### config.mk
export PLATFORM = sky130hd
export DESIGN_NAME = feed_bus_arbiter_flat
export DESIGN_NICKNAME = d
export VERILOG_FILES = /design/src/rtl/feed_bus_arbiter_pkg.sv /design/src/rtl/feed_bus_arbiter_if.sv /design/src/rtl/feed_bus_arb_sel.sv /design/src/rtl/feed_bus_arbiter.sv /design/src/flat_wrapper.sv
export SDC_FILE = /design/constraint.sdc
export NUM_CORES = 1
export LEC_CHECK = 0
export CAP_MARGIN = 40
export CORE_MARGIN = 2
export CORE_UTILIZATION = 36
export DETAILED_ROUTE_END_ITERATION = 10
export GPL_TIMING_DRIVEN = 1
export PLACE_DENSITY = 0.85
export SLEW_MARGIN = 20
export SYNTH_ARGS = -nofsm -noshare
export SYNTH_HDL_FRONTEND = slang
export SYNTH_SLANG_ARGS = --single-unit
### constraint.sdc
create_clock -name clk -period 1.5 [get_ports clk]
set_input_delay 0.225 -clock clk [delete_from_list [all_inputs] [get_ports clk]]
set_output_delay 0.225 -clock clk [all_outputs]
set_load 0.005 [all_outputs]
### src/rtl/feed_bus_arbiter_pkg.sv
// Shared types and default widths for the feed-buffer memory port arbiter.
package feed_bus_arbiter_pkg;

  localparam int unsigned DEF_ADDR_W        = 26;
  localparam int unsigned DEF_DATA_W        = 16;
  localparam int unsigned DEF_USB_MAX_DEFER = 8;

  typedef enum logic [2:0] {
    ST_IDLE    = 3'd0,
    ST_GRANT   = 3'd1,
    ST_ISSUE   = 3'd2,
    ST_RD_WAIT = 3'd3,
    ST_ACK     = 3'd4
  } arb_state_e;

  // Same encoding as the buffer's occupier field.
  typedef enum logic [1:0] {
    OWN_NONE = 2'd0,
    OWN_CART = 2'd1,
    OWN_USB  = 2'd2
  } owner_e;

endpackage

### src/rtl/feed_bus_arbiter_if.sv
// Requester-side bus into the arbiter: request/command in, ack/read data out.
interface feed_bus_arbiter_if
  import feed_bus_arbiter_pkg::*;
#(
  parameter int unsigned ADDR_W = DEF_ADDR_W,
  parameter int unsigned DATA_W = DEF_DATA_W
);
  logic              req;
  logic              we;
  logic [ADDR_W-1:0] addr;
  logic [DATA_W-1:0] wdata;
  logic              ack;
  logic [DATA_W-1:0] rdata;

  modport master (output req, we, addr, wdata, input ack, rdata);
  modport slave  (input req, we, addr, wdata, output ack, rdata);
endinterface

### src/rtl/feed_bus_arb_sel.sv
// Winner select (cart priority with USB starvation guard) plus the defer counter.
module feed_bus_arb_sel
  import feed_bus_arbiter_pkg::*;
#(
  parameter int unsigned USB_MAX_DEFER = DEF_USB_MAX_DEFER
) (
  input  logic   clk,
  input  logic   rst,
  input  logic   cart_req,
  input  logic   usb_req,
  input  logic   grant_en,
  output owner_e winner_c
);

  localparam int unsigned CNT_W = $clog2(USB_MAX_DEFER + 1);
  localparam logic [CNT_W-1:0] DEFER_MAX = CNT_W'(USB_MAX_DEFER);

  logic [CNT_W-1:0] defer_q;
  logic [CNT_W-1:0] defer_d;

  always_comb begin
    winner_c = OWN_NONE;
    if (cart_req && usb_req && (defer_q == DEFER_MAX)) winner_c = OWN_USB;
    else if (cart_req)                                  winner_c = OWN_CART;
    else if (usb_req)                                   winner_c = OWN_USB;
  end

  // Count cart grants that jumped a pending USB request; any other grant clears.
  always_comb begin
    defer_d = defer_q;
    if (grant_en && (winner_c != OWN_NONE)) begin
      if ((winner_c == OWN_CART) && usb_req)
        defer_d = (defer_q == DEFER_MAX) ? defer_q : defer_q + CNT_W'(1);
      else
        defer_d = '0;
    end
  end

  always_ff @(posedge clk) begin
    if (rst) defer_q <= '0;
    else     defer_q <= defer_d;
  end

endmodule

### src/rtl/feed_bus_arbiter.sv
// Shares the feed-buffer memory port between cart and USB; one-cycle buffer strobe per access.
module feed_bus_arbiter
  import feed_bus_arbiter_pkg::*;
#(
  parameter int unsigned USB_MAX_DEFER = DEF_USB_MAX_DEFER,
  parameter int unsigned ADDR_W        = DEF_ADDR_W,
  parameter int unsigned DATA_W        = DEF_DATA_W
) (
  input  logic                clk,
  input  logic                rst,
  feed_bus_arbiter_if.slave   cart,
  feed_bus_arbiter_if.slave   usb,
  output logic [ADDR_W-1:0]   buf_addr,
  output logic                buf_from_cart,
  output logic                buf_from_usb,
  input  logic [ADDR_W-1:0]   buf_mem_addr,
  output logic                mem_req,
  output logic                mem_we,
  output logic [ADDR_W-1:0]   mem_addr,
  output logic [DATA_W-1:0]   mem_wdata,
  input  logic                mem_ready,
  input  logic                mem_rvalid,
  input  logic [DATA_W-1:0]   mem_rdata
);

  arb_state_e        state_q, state_d;
  owner_e            owner_q, owner_d;
  logic              we_q, we_d;
  logic [ADDR_W-1:0] addr_q, addr_d;
  logic [DATA_W-1:0] wdata_q, wdata_d;
  logic [ADDR_W-1:0] mem_addr_q, mem_addr_d;
  logic [DATA_W-1:0] rdata_q, rdata_d;
  logic [ADDR_W-1:0] buf_addr_q, buf_addr_d;
  logic              buf_from_cart_q, buf_from_cart_d;
  logic              buf_from_usb_q, buf_from_usb_d;
  logic              mem_req_q, mem_req_d;
  logic              mem_we_q, mem_we_d;
  logic              cart_ack_q, cart_ack_d;
  logic              usb_ack_q, usb_ack_d;
  logic              grant_en_c;
  owner_e            winner_c;

  feed_bus_arb_sel #(.USB_MAX_DEFER(USB_MAX_DEFER)) u_sel (
    .clk      (clk),
    .rst      (rst),
    .cart_req (cart.req),
    .usb_req  (usb.req),
    .grant_en (grant_en_c),
    .winner_c (winner_c)
  );

  always_comb begin
    state_d    = state_q;
    owner_d    = owner_q;
    we_d       = we_q;
    addr_d     = addr_q;
    wdata_d    = wdata_q;
    mem_addr_d = mem_addr_q;
    rdata_d    = rdata_q;
    grant_en_c = 1'b0;

    case (state_q)
      ST_IDLE: begin
        grant_en_c = 1'b1;
        if (winner_c == OWN_CART) begin
          owner_d = OWN_CART;
          we_d    = cart.we;
          addr_d  = cart.addr;
          wdata_d = cart.wdata;
          state_d = ST_GRANT;
        end else if (winner_c == OWN_USB) begin
          owner_d = OWN_USB;
          we_d    = usb.we;
          addr_d  = usb.addr;
          wdata_d = usb.wdata;
          state_d = ST_GRANT;
        end
      end
      ST_GRANT: begin
        mem_addr_d = buf_mem_addr;
        state_d    = ST_ISSUE;
      end
      ST_ISSUE: begin
        if (mem_ready) begin
          if (we_q) begin
            state_d = ST_ACK;
          end else if (mem_rvalid) begin
            rdata_d = mem_rdata;
            state_d = ST_ACK;
          end else begin
            state_d = ST_RD_WAIT;
          end
        end
      end
      ST_RD_WAIT: begin
        if (mem_rvalid) begin
          rdata_d = mem_rdata;
          state_d = ST_ACK;
        end
      end
      ST_ACK: begin
        owner_d = OWN_NONE;
        state_d = ST_IDLE;
      end
      default: state_d = ST_IDLE;
    endcase

    // Outputs are registered from the next state so they line up with it.
    buf_addr_d      = (state_d == ST_GRANT) ? addr_d : '0;
    buf_from_cart_d = (state_d == ST_GRANT) && (owner_d == OWN_CART);
    buf_from_usb_d  = (state_d == ST_GRANT) && (owner_d == OWN_USB);
    mem_req_d       = (state_d == ST_ISSUE);
    mem_we_d        = (state_d == ST_ISSUE) && we_d;
    cart_ack_d      = (state_d == ST_ACK) && (owner_d == OWN_CART);
    usb_ack_d       = (state_d == ST_ACK) && (owner_d == OWN_USB);
  end

  always_ff @(posedge clk) begin
    if (rst) begin
      state_q         <= ST_IDLE;
      owner_q         <= OWN_NONE;
      we_q            <= 1'b0;
      addr_q          <= '0;
      wdata_q         <= '0;
      mem_addr_q      <= '0;
      rdata_q         <= '0;
      buf_addr_q      <= '0;
      buf_from_cart_q <= 1'b0;
      buf_from_usb_q  <= 1'b0;
      mem_req_q       <= 1'b0;
      mem_we_q        <= 1'b0;
      cart_ack_q      <= 1'b0;
      usb_ack_q       <= 1'b0;
    end else begin
      state_q         <= state_d;
      owner_q         <= owner_d;
      we_q            <= we_d;
      addr_q          <= addr_d;
      wdata_q         <= wdata_d;
      mem_addr_q      <= mem_addr_d;
      rdata_q         <= rdata_d;
      buf_addr_q      <= buf_addr_d;
      buf_from_cart_q <= buf_from_cart_d;
      buf_from_usb_q  <= buf_from_usb_d;
      mem_req_q       <= mem_req_d;
      mem_we_q        <= mem_we_d;
      cart_ack_q      <= cart_ack_d;
      usb_ack_q       <= usb_ack_d;
    end
  end

  assign buf_addr      = buf_addr_q;
  assign buf_from_cart = buf_from_cart_q;
  assign buf_from_usb  = buf_from_usb_q;
  assign mem_req       = mem_req_q;
  assign mem_we        = mem_we_q;
  assign mem_addr      = mem_addr_q;
  assign mem_wdata     = wdata_q;
  assign cart.ack      = cart_ack_q;
  assign cart.rdata    = rdata_q;
  assign usb.ack       = usb_ack_q;
  assign usb.rdata     = rdata_q;

endmodule

### src/flat_wrapper.sv
// flat-port wrapper written by rule: the top's interface ports become plain ports
module feed_bus_arbiter_flat import feed_bus_arbiter_pkg::*;
#(
  parameter int unsigned USB_MAX_DEFER = DEF_USB_MAX_DEFER,
  parameter int unsigned ADDR_W        = DEF_ADDR_W,
  parameter int unsigned DATA_W        = DEF_DATA_W
)
  (clk, rst, buf_addr, buf_from_cart, buf_from_usb, buf_mem_addr, mem_req, mem_we, mem_addr, mem_wdata, mem_ready, mem_rvalid, mem_rdata, cart_req, cart_we, cart_addr, cart_wdata, cart_ack, cart_rdata, usb_req, usb_we, usb_addr, usb_wdata, usb_ack, usb_rdata);
  feed_bus_arbiter_if #(.ADDR_W(ADDR_W), .DATA_W(DATA_W)) cart_i ();
  feed_bus_arbiter_if #(.ADDR_W(ADDR_W), .DATA_W(DATA_W)) usb_i ();
  input  logic clk;
  input  logic rst;
  output logic [ADDR_W-1:0] buf_addr;
  output logic buf_from_cart;
  output logic buf_from_usb;
  input  logic [ADDR_W-1:0] buf_mem_addr;
  output logic mem_req;
  output logic mem_we;
  output logic [ADDR_W-1:0] mem_addr;
  output logic [DATA_W-1:0] mem_wdata;
  input  logic mem_ready;
  input  logic mem_rvalid;
  input  logic [DATA_W-1:0] mem_rdata;
  input wire logic [$bits(cart_i.req)-1:0] cart_req;
  input wire logic [$bits(cart_i.we)-1:0] cart_we;
  input wire logic [$bits(cart_i.addr)-1:0] cart_addr;
  input wire logic [$bits(cart_i.wdata)-1:0] cart_wdata;
  output wire logic [$bits(cart_i.ack)-1:0] cart_ack;
  output wire logic [$bits(cart_i.rdata)-1:0] cart_rdata;
  input wire logic [$bits(usb_i.req)-1:0] usb_req;
  input wire logic [$bits(usb_i.we)-1:0] usb_we;
  input wire logic [$bits(usb_i.addr)-1:0] usb_addr;
  input wire logic [$bits(usb_i.wdata)-1:0] usb_wdata;
  output wire logic [$bits(usb_i.ack)-1:0] usb_ack;
  output wire logic [$bits(usb_i.rdata)-1:0] usb_rdata;
  assign cart_i.req = cart_req;
  assign cart_i.we = cart_we;
  assign cart_i.addr = cart_addr;
  assign cart_i.wdata = cart_wdata;
  assign cart_ack = cart_i.ack;
  assign cart_rdata = cart_i.rdata;
  assign usb_i.req = usb_req;
  assign usb_i.we = usb_we;
  assign usb_i.addr = usb_addr;
  assign usb_i.wdata = usb_wdata;
  assign usb_ack = usb_i.ack;
  assign usb_rdata = usb_i.rdata;
  feed_bus_arbiter #(.USB_MAX_DEFER(USB_MAX_DEFER), .ADDR_W(ADDR_W), .DATA_W(DATA_W)) u_core (.clk(clk), .rst(rst), .cart(cart_i), .usb(usb_i), .buf_addr(buf_addr), .buf_from_cart(buf_from_cart), .buf_from_usb(buf_from_usb), .buf_mem_addr(buf_mem_addr), .mem_req(mem_req), .mem_we(mem_we), .mem_addr(mem_addr), .mem_wdata(mem_wdata), .mem_ready(mem_ready), .mem_rvalid(mem_rvalid), .mem_rdata(mem_rdata));
endmodule
Yosys cells after proc, flatten, opt, wreduce, memory -nomap -nowiden:

Cells that the tools add are included.

* bits in registers: 126
* input bits: 134
* output and inout port bits: 106
* word-level logic and storage cells: 77

* $add $sub $neg: 1
* equality and inequality tests: 15
* multiplexer cells: 28
* bitwise gates (word level): 1
* reduce and logical (&&, ||, !) cells: 17

Operators by type and width (number)
* $mux W16: 5
* $mux W26: 3
* $pmux W16 S2: 1
* $mux W3: 6
* $pmux W3 S4: 1
* $mux W2: 5
* $eq A3 B2 Y1 const B: 3
* $logic_and A1 B1 Y1: 9
* $mux W4: 2
* $eq A3 B1 Y1 const B: 2
* $eq A3 B3 Y1 const B: 2
* $ne A2 B2 Y1 const B: 3
* $reduce_bool A2 Y1: 3
* $add A4 B1 Y4 const B: 1
* $eq A2 B1 Y1 const B: 2
* $eq A2 B2 Y1 const B: 2
* $eq A4 B4 Y1 const B: 1
* $mux W1: 4
* $pmux W2 S2: 1
* $reduce_and A2 Y1: 2
* $logic_not A3 Y1: 1
* $reduce_and A3 Y1: 1
* $reduce_or A2 Y1: 1
* $not A1 Y1: 1

Longest topological paths before layout:

* word-level depth: 10
* depth in mapped cells: 7
* gate-level depth less buffers: 5

Cells and area by module:

A second synthesis with hierarchy kept.

* cell total of the unflattened synthesis: 454
* area, all modules: 4159.0 µm²

Modules (own cells, without submodules)
* feed_bus_arbiter: instances 1, cells an instance 429, area an instance 3928.8 µm², seq. area each 1921.8 µm²
* feed_bus_arb_sel: instances 1, cells an instance 25, area an instance 230.2 µm², seq. area each 80.1 µm²

Worst setup path before layout:

Ideal clock, no wire load.

* kind: reg2reg
* start: register u_core.u_sel.defer_q[0]
* end: register u_core.wdata_q[0] (netlist: u_core.mem_wdata[0])
* library setup time: 0.091 ns
* data arrival time: 1.475 ns
* required time: 1.409 ns
* setup slack: -0.066 ns
* stages on the path, launching flop included: 7
* path buffers: 1
* clock period less this slack: 1.566 ns
* path through: dfxtp_1 -> inv_1 -> ha_1 -> nand4b_1 -> clkbuf_1 -> nand3_1 -> a311oi_1

* longest elaborated chain between the ends: 6
* elaborated cells on any way between the ends: 8
* those cells by class: 3 x eq/ne; 2 x mux; 3 x reduce/logical

Ends and longest elaborated chain
* start: declaration: line feed_bus_arb_sel.sv:18 `logic [CNT_W-1:0] defer_q;`
* start signal: assignment: line feed_bus_arb_sel.sv:41 `else defer_q <= defer_d;`
* $eq A4 B4 Y1 *: line feed_bus_arb_sel.sv:23 `if (cart_req && usb_req && (defer_q == DEFER_MAX)) winner_c = OWN_USB;`
* $logic_and A1 B1 Y1 *: line feed_bus_arb_sel.sv:23
* $mux W2 *: line feed_bus_arb_sel.sv:23
* $eq A2 B2 Y1 / $eq A2 B1 Y1 (equally long branches): line feed_bus_arbiter.sv:71, feed_bus_arbiter.sv:65
* $reduce_bool A2 Y1 (no source line)
* $reduce_and A2 Y1 (no source line)
* end signal: assignment: line feed_bus_arbiter.sv:139 `wdata_q <= wdata_d;`
* end: declaration: line feed_bus_arbiter.sv:30 `logic [DATA_W-1:0] wdata_q, wdata_d;`

Every way passes the cells marked *; elsewhere a longest branch is shown, timed or not.
A chain may end at the register's enable or synchronous reset.

Worst setup path in the final report:

* start: register u_core.u_sel.defer_q[0]
* end: register u_core.buf_addr_q[19] (netlist: u_core.buf_addr[19])

* longest elaborated chain between the ends: 10
* elaborated cells on any way between the ends: 14
* those cells by class: 4 x eq/ne; 7 x mux; 1 x bitwise; 2 x reduce/logical

Ends and longest elaborated chain
* $eq A4 B4 Y1 *: line feed_bus_arb_sel.sv:23
* $logic_and A1 B1 Y1 *: line feed_bus_arb_sel.sv:23
* $mux W2 *: line feed_bus_arb_sel.sv:23
* $eq A2 B2 Y1: line feed_bus_arbiter.sv:71 `end else if (winner_c == OWN_USB) begin`
* $mux W3: line feed_bus_arbiter.sv:71
* $mux W3: line feed_bus_arbiter.sv:65 `if (winner_c == OWN_CART) begin`
* $pmux W3 S4: line feed_bus_arbiter.sv:62 `case (state_q)`
* $eq A3 B1 Y1: line feed_bus_arbiter.sv:109 `buf_addr_d = (state_d == ST_GRANT) ? addr_d : '0;`
* $not A1 Y1 (no source line)
* $reduce_or A2 Y1 (no source line)
* end signal: assignment: line feed_bus_arbiter.sv:142 `buf_addr_q <= buf_addr_d;`
* end: declaration: line feed_bus_arbiter.sv:33 `logic [ADDR_W-1:0] buf_addr_q, buf_addr_d;`

Marked as above.

==> metrics.txt <==
final hold viol count 0; Fill cells 955; Core Footprint 12600 um^2; Post-CTS Hold Fix Bufs 0; I/O pins 240; port bufs 239; critical-path cell list inv_2 -> ha_4 -> nand4b_1 -> buf_4 -> clkbuf_4 -> a211oi_2 -> nor4_1; clk_skew 0.0134 ns; hpwl dp 10800 um; Avg Inst Size Synth 8.98 um^2; worst hold path type input port to flip-flop; fraction of power consumed by sequential logic 0.396; pre-CTS setup slack -0.424 ns; number of diodes 0; clock root cell clkbuf_16; Worst Path Buf+Inv 3; drt initial violations 389; RSZ-0062 raised after global routing yes; Final setup violation count 6; max-slew violation count 0; ratio of cells with drive above 1 in the final layout 0.194; Num CTS Buffers 9; ys async rst share 0; Post-Syn Nets 649; worst-margin pin slew 0.477 ns; drt first pass iters 4; commonest non-fill, non-tap cell in the layout clkdlybuf4s50_1; GR Overflow Total 0; Yosys warnings 0; slowest stage delay, CP 0.35 ns; Pleak 0.00290 uW; worst setup slack after layout -0.118 ns; clock net sink count 100; Max clock buf depth 2; family with the most delay on the worst path buffers and inverters; post-synthesis sequential area ratio 0.435; clk_lat worst skew 0.34 ns; Final Cycle Share 1.08; CP max-delay cell nor4_1; Reg area 2020 um^2; CP arrival 1.82 ns; GRT Total Usage 0.199; Power Total 7730 uW; CP Max Fanout 10; EDFF count, synth 0; number of synthesized register bits 100; vias in the first global route 4481; Clock Power Share 0.308; multi-input logic area 2400 um^2; # Max-Cap Violations 0; final RePlAce weighted congestion 0.820; DRC viols 0; distinct cell type count after synthesis 48; Tmin final 1.62 ns; area share of fa/ha/maj cells after synthesis 0.00543; Critical Path RT 1.70 ns; Slew Limit Headroom 0.682; violated checks negative setup slack; Gate power share 0.296; Post-Synth Simple-Gate Area 0.252; H-tree depth 3; Max Fclk 0.618 GHz; Sw Share 0.271; Post-Syn Instances 513; Syn-to-layout area delta 76.2%; WL/cell 16.4 um; largest net degree at the start of global routing 53; Min Hold Slack 0.171 ns; via count 4858; Die X-Extent 117 um; switching pwr 2100 uW; Synth Area in XOR/XNOR 0; global-route wire length before repair 21500 um; CP startpoint kind flip-flop; Int Pwr 5640 uW; Peak VDD IR 0.589 mV; Post-Route WL 15300 um; post-synthesis instance area 4600 um^2; die area 13700 um^2; FP Rows 41; Nets 892; initial antenna violation count 0; clock-pin slew on the worst setup and hold paths 0.07 ns; Pwr Density 953 nW/um^2; TritonCTS clock tree yes; Critical Path End Type flip-flop; status complete, but fails checks; ys flop type dfxtp_1; Die H 117 um; DRT antenna net count 0; critical path class flip-flop to flip-flop; starting density of the core 0.366; DR vias/cell 5.21; main combinational cell family by area after synthesis simple AND/OR/NAND/NOR gates; commonest cells after routing, fill and taps aside clkdlybuf4s50_1, dfxtp_1, nand2_1; post-synthesis compound-gate area fraction 0.179; post-synthesis mux area share 0.0348
cells in the mapped netlist (16+ instances only):
cell / n / area [um^2]
buf_2: 22 / 110
dfxtp_1: 100 / 2000
clkbuf_1: 23 / 86.3
o21ai_0: 21 / 105
nand2b_1: 36 / 225
buf_4: 18 / 135
a311oi_1: 16 / 140
mux2i_1: 16 / 160
nand3_1: 17 / 85.1
nand2_1: 56 / 210
a21oi_1: 47 / 235
a211oi_1: 28 / 210
nor4_1: 27 / 169
final timing paths:
path / slack [ns] / cells past startpoint / endpoint / start
worst min register to register: 0.46 / 2 / u_core.mem_addr[4]$_SDFFE_PP0P_ / u_core.mem_addr[4]$_SDFFE_PP0P_
worst min-delay path: 0.17 / 2 / u_core.u_sel.defer_q[1]$_SDFFE_PP0P_ / rst
worst max register to register: -0.12 / 7 / u_core.buf_addr[19]$_SDFF_PP0_ / u_core.u_sel.defer_q[0]$_SDFFE_PP0P_
worst max-delay path: -0.12 / 7 / u_core.buf_addr[19]$_SDFF_PP0_ / u_core.u_sel.defer_q[0]$_SDFFE_PP0P_
worst reg2reg max path: stages (launching register included):
cell	delay [ns]
dfxtp_2	0.34
inv_2	0.05
ha_4	0.16
nand4b_1	0.10
buf_4	0.17
clkbuf_4	0.23
a211oi_2	0.10
nor4_1	0.35
through the flow:
step                      TNS (ns)  area, um^2  instances   util
final                       -0.235        8110        933  0.646
after global routing         -1.47        8110        933  0.646
after CTS                  -0.0796        7690        919  0.612
after detailed placement    -19.33        7280        898  0.580
after global placement      -16.12        7280        898  0.580
after floorplan                  0        4610        513      -
layer usage:
layer  vias up  share of wire  track usage
met5         -              0            0
met4         0          0.016       0.0627
met3        29          0.068       0.0479
met2       221           0.52        0.353
met1      2287           0.40        0.237
li1       2321              -            -
repair_timing:
item                       CTS  global route
resized for setup           16            57
gates cloned                 0             5
setup endpoints to repair   34            81
pin swaps                    4            17
setup buffers                5             9
flip-flops by register name, indices dropped and copies added, names as in the netlist:
signal / flops
u_core.buf_addr: 26
u_core.mem_addr: 26
u_core.cart.rdata: 16
u_core.mem_wdata: 16
u_core.u_sel.defer_q: 4
u_core.state_q: 3
u_core.owner_q: 2
u_core.buf_from_cart: 1
u_core.buf_from_usb: 1
u_core.cart.ack: 1
u_core.mem_req: 1
u_core.mem_we: 1
u_core.usb.ack: 1
u_core.we_q: 1
power groups by stage:
stage	registers (uW)	logic (uW)	clock network [uW]
after floorplan	3110	878	0
after global placement	3110	2010	0
after detailed placement	3110	2060	0
after CTS	3060	2080	2450
after global routing	3090	2450	2550
final	3060	2290	2380
final cells by class:
| type | count | share of cell area |
|---|---|---|
| Clock buffer | 12 | 0.0316 |
| Sequential cell | 100 | 0.248 |
| Multi-Input combinational cell | 335 | 0.296 |
| Inverter | 8 | 0.00370 |
| Clock inverter | 4 | 0.00678 |
| Tap cell | 172 | 0.0265 |
| Timing Repair Buffer | 302 | 0.387 |
cell families (layout without fill, tap and decap cells):
family | after synthesis | count (layout)
AO/OA/AOI/OAI | 126 | 126
flip-flops | 100 | 100
multiplexers | 16 | 16
adder cells (fa/ha/maj) | 2 | 2
AND/OR/NAND/NOR | 191 | 191
buffers and inverters | 78 | 326
Power figures use the tool's default switching activity.
